--- src/rtl/inv_share_arbiter.sv ---
// inv_share_arbiter
// Two requesters share one conditional inverter (out = inv ? ~data : data).
// Requesters are picked round-robin and the result goes into a single output
// register with a valid/ready handshake. That register can take a new word
// in the same edge it hands off the old one, so a steady stream runs at one
// word per cycle.
// Optional feature: define INV_ARB_STATS_EN to add saturating per-requester
// grant counters and a synchronous clear input (stats_clr).
//
// state | meaning
// EMPTY | output register holds no word; out_valid = 0
// FULL  | output register holds a word for the consumer; out_valid = 1

module inv_share_arbiter #(
  parameter int WIDTH = 8,
  parameter int CNT_W = 8
) (
  input  logic             clk,
  input  logic             rst_n,
  input  logic             req0_valid,
  output logic             req0_ready,
  input  logic [WIDTH-1:0] req0_data,
  input  logic             req0_inv,
  input  logic             req1_valid,
  output logic             req1_ready,
  input  logic [WIDTH-1:0] req1_data,
  input  logic             req1_inv,
  output logic             out_valid,
  input  logic             out_ready,
  output logic [WIDTH-1:0] out_data,
  output logic             out_src,
  output logic             busy
`ifdef INV_ARB_STATS_EN
  ,
  input  logic             stats_clr,
  output logic [CNT_W-1:0] grant_cnt0,
  output logic [CNT_W-1:0] grant_cnt1
`endif
);

  typedef enum logic {
    EMPTY = 1'b0,
    FULL  = 1'b1
  } state_t;

  state_t           state;
  state_t           state_nx;
  logic             last_grant;
  logic             grant_any;
  logic             grant_sel;
  logic             slot_free;
  logic             accept;
  logic [WIDTH-1:0] sel_data;
  logic             sel_inv;

  // Round-robin grant, handshake decode and next-state logic
  always_comb begin
    grant_any = req0_valid | req1_valid;
    grant_sel = 1'b0;
    if (req0_valid && req1_valid) begin
      grant_sel = ~last_grant;
    end else if (req1_valid) begin
      grant_sel = 1'b1;
    end
    slot_free = (state == EMPTY) || out_ready;
    // Gating with rst_n keeps both readies low for every cycle that reset is held
    accept     = rst_n && slot_free && grant_any;
    req0_ready = accept && !grant_sel;
    req1_ready = accept && grant_sel;
    sel_data   = grant_sel ? req1_data : req0_data;
    sel_inv    = grant_sel ? req1_inv : req0_inv;
    state_nx   = state;
    if (accept) begin
      state_nx = FULL;
    end else if ((state == FULL) && out_ready) begin
      state_nx = EMPTY;
    end
  end

  // State register
  always_ff @(posedge clk) begin
    if (!rst_n) begin
      state <= EMPTY;
    end else begin
      state <= state_nx;
    end
  end

  // Result register and round-robin pointer; both load only on an accepted word
  always_ff @(posedge clk) begin
    if (!rst_n) begin
      out_data   <= '0;
      out_src    <= 1'b0;
      last_grant <= 1'b1;
    end else if (accept) begin
      out_data   <= sel_inv ? ~sel_data : sel_data;
      out_src    <= grant_sel;
      last_grant <= grant_sel;
    end
  end

  assign out_valid = (state == FULL);
  assign busy      = (state == FULL);

`ifdef INV_ARB_STATS_EN
  // Saturating grant counters; a clear takes priority over a grant in the same cycle
  always_ff @(posedge clk) begin
    if (!rst_n || stats_clr) begin
      grant_cnt0 <= '0;
      grant_cnt1 <= '0;
    end else begin
      if (req0_ready && (grant_cnt0 != {CNT_W{1'b1}})) begin
        grant_cnt0 <= grant_cnt0 + 1'b1;
      end
      if (req1_ready && (grant_cnt1 != {CNT_W{1'b1}})) begin
        grant_cnt1 <= grant_cnt1 + 1'b1;
      end
    end
  end
`else
  logic [CNT_W-1:0] unused_cnt_w;
  assign unused_cnt_w = '0;
`endif

endmodule

--- config.mk ---
export PLATFORM = sky130hd
export DESIGN_NAME = inv_share_arbiter
export DESIGN_NICKNAME = d
export VERILOG_FILES = /design/src/rtl/inv_share_arbiter.sv
export SDC_FILE = /design/constraint.sdc
export NUM_CORES = 1
export LEC_CHECK = 0
export ABC_AREA = 1
export CAP_MARGIN = 20
export CORE_MARGIN = 8
export CORE_UTILIZATION = 42
export DETAILED_ROUTE_END_ITERATION = 16
export PLACE_DENSITY = 0.76
export SETUP_SLACK_MARGIN = 0.5
export SLEW_MARGIN = 15
export SYNTH_ARGS = -nofsm -noshare
export SYNTH_HDL_FRONTEND = slang
export SYNTH_SLANG_ARGS = --single-unit
export TNS_END_PERCENT = 50
--- constraint.sdc ---
create_clock -name clk -period 1.3 [get_ports clk]
set_input_delay 0.325 -clock clk [delete_from_list [all_inputs] [get_ports clk]]
set_output_delay 0.325 -clock clk [all_outputs]
set_load 0.05 [all_outputs]
==> results.toml <==
[clocking]
cts.reportedPaths.clkPinSlew_ns = 0.08
hold_buffers = 0
cts_tree = "done"
clockBufferDepth = 2
cts_max_level = 1
cts_buffers = 3
cts.sinks = 11
cts-root-buf = "clkbuf_4"
clock_latency_ns = 0.28

[logic_synthesis]
ys_ff_latch = 11
synth_fp_nets = 179
syn_area_per_cell_um2 = 5.50
yosysWarnings = 0
ys_types = 15
syn_inst = 156
syn_area_um2 = 858
ys_seq_area_frac = 0.257

[sta]
rsz0062_at_grt = "yes"
hold_viol = 0
timing.final.crit_share = 1.21
finalWorstSetupSlack_ns = -0.278
drv_slew = 0
hold_slack_ns = 0.519
slew_headroom = 0.851
period_needed_ns = 1.58
max_freq_mhz = 634
worstMarginPinSlew_ns = 0.223
setup_viol = 5
worst_clock_skew_ns = 0.00474

[critical_path]
path_cells = "nand2_4 -> nand2_4 -> nor2_4 -> inv_2 -> nor2_4 -> buf_12"
r2r_slack_ns = -0.02
critPathMaxFanout = 3
slowest_stage = "dfxtp_4"
crit_path_end_kind = "output port"
critPathMaxStageDelay_ns = 0.35
startpoint_type = "register"
worst_ep_arrival_time_ns = 1.25
crit_type = "reg2out"
crit_required_ns = 0.98

[layout]
layout_commonest_cell = "nand2_1"
layout.nets = 238
fin_area_um2 = 1710
diodes = 0
area_growth_pct = 98.8
layout-drive-gt1-share = 0.388
nFillCells = 109
fin_cells = 241
final_cell_mix = "66 x nand2_1, 18 x inv_1, 17 x clkdlybuf4s50_1"

[global_route]
grt_pass1_vias = 1215
globalRoute.totalOverflow = 0
antenna_found_initial = 0
grt_pass1_wl_mm = 5.00
grt_max_degree = 12
track_usage = 0.178

[status]
outcome = "finished with violations"
violations = "negative setup slack"

[placed_design]
hpwl_mm = 2.30
pre_cts_ws_ns = -0.581
placed_area_um2 = 1480
gp_routability_congestion = 0.824
dp_cells = 227
io_buffer_count = 35

[job]
drv_cap = 0

[floorplan]
start_util = 0.442
num_io_pins = 36
die_h_um = 61.2
die_w_um = 61.2
fp.coreArea_um2 = 1940
rows = 16
dieArea_um2 = 3750

[route]
routed_wl_mm = 3.75
vias_per_cell = 5.24
met2_length_mm = 2.08
vias = 1263
dr_wl_met3_um = 248
drc = 0
first_pass_iters = 4
met1Wirelength_mm = 1.22
post_drt_wl_per_cell_um = 15.6
postRouteAntennaNets = 0
routed.top_layer = "met4"
drt_iter0_markers = 46

[power_and_ir_drop]
p_leak_nw = 0.919
power.density_nw_per_um2 = 879
ir_worst_vdd_mv = 0.916

[hold_path]
min_path_type = "reg2reg"
-- final cells by class --
class                      count  area, µm²  share of cell area
inverter                      23       92.6              0.0543
multi-input combinational    115        609               0.357
timing repair buffer          61        708               0.415
sequential                    11        236               0.139
tap                           27       33.8              0.0198
clock buffer                   4       26.3              0.0154
-- flip-flops by register name, summed over array words and instances (netlist names) --
| signal | flops |
|---|---|
| last_grant | 1 |
| busy | 1 |
| out_src | 1 |
| out_data | 8 |
-- kinds of logic after synthesis --
family                 Yosys count  synth area share
buffers and inverters           30             0.160
AO/OA/AOI/OAI                    2            0.0117
AND/OR/NAND/NOR                113             0.571
flip-flops                      11             0.257
-- cell usage after synthesis (all sizes together) --
master,number,area share
nand2,82,0.37
inv,23,0.10
nand3,19,0.11
dfxtp,11,0.26
nand3b,8,0.070
buf,7,0.060
nor2,4,0.020
a21oi,1,0.0058
o21ai,1,0.0058
-- routing by layer --
metal,track usage,up-vias
li1,-,588
met1,0.164,589
met2,0.334,65
met3,0.0418,21
met4,0.126,0
met5,0,-
-- power breakdown --
group | internal, W | switching [W] | total (W)
Clock | 0.000119 | 0.000133 | 0.000252
Combinational | 0.000389 | 0.000430 | 0.000818
Sequential | 0.000386 | 0.0000431 | 0.000429
Total | 0.000894 | 0.000605 | 0.00150
-- worst max-delay path, delay by kind of cell, from the launching register on --
kind / cells / cell delay [ns]
buf+inv: 2 / 0.22
flops: 1 / 0.35
simple gates: 4 / 0.39
-- final timing paths --
| check | startpoint | endpoint | cells past startpoint |
|---|---|---|---|
| hold / removal | last_grant | last_grant | 2 |
| setup / recovery | busy | req0_ready | 6 |
| hold reg to reg | last_grant | last_grant | 2 |
| setup reg to reg | busy | out_data[3] | 9 |
-- per-stage QoR --
step	power, W	TNS (ns)	utilization
finish	0.00150	-0.650	0.879
global route	0.00157	-1.16	0.879
CTS	0.00142	-0.584	0.825
detailed placement	0.00113	-6.19	0.762
global placement	0.00111	-5.45	0.762
floorplan	0.000779	-0.0989	-
-- repair_timing --
| item | 4_1_cts | 5_1_grt |
|---|---|---|
| endpoints found under the setup margin | 24 | 23 |
| resized for setup | 29 | 25 |
| cloned | 1 | 0 |
| buffers inserted | 6 | 3 |
| pin swaps | 4 | 5 |
Power figures use the tool's default switching activity.
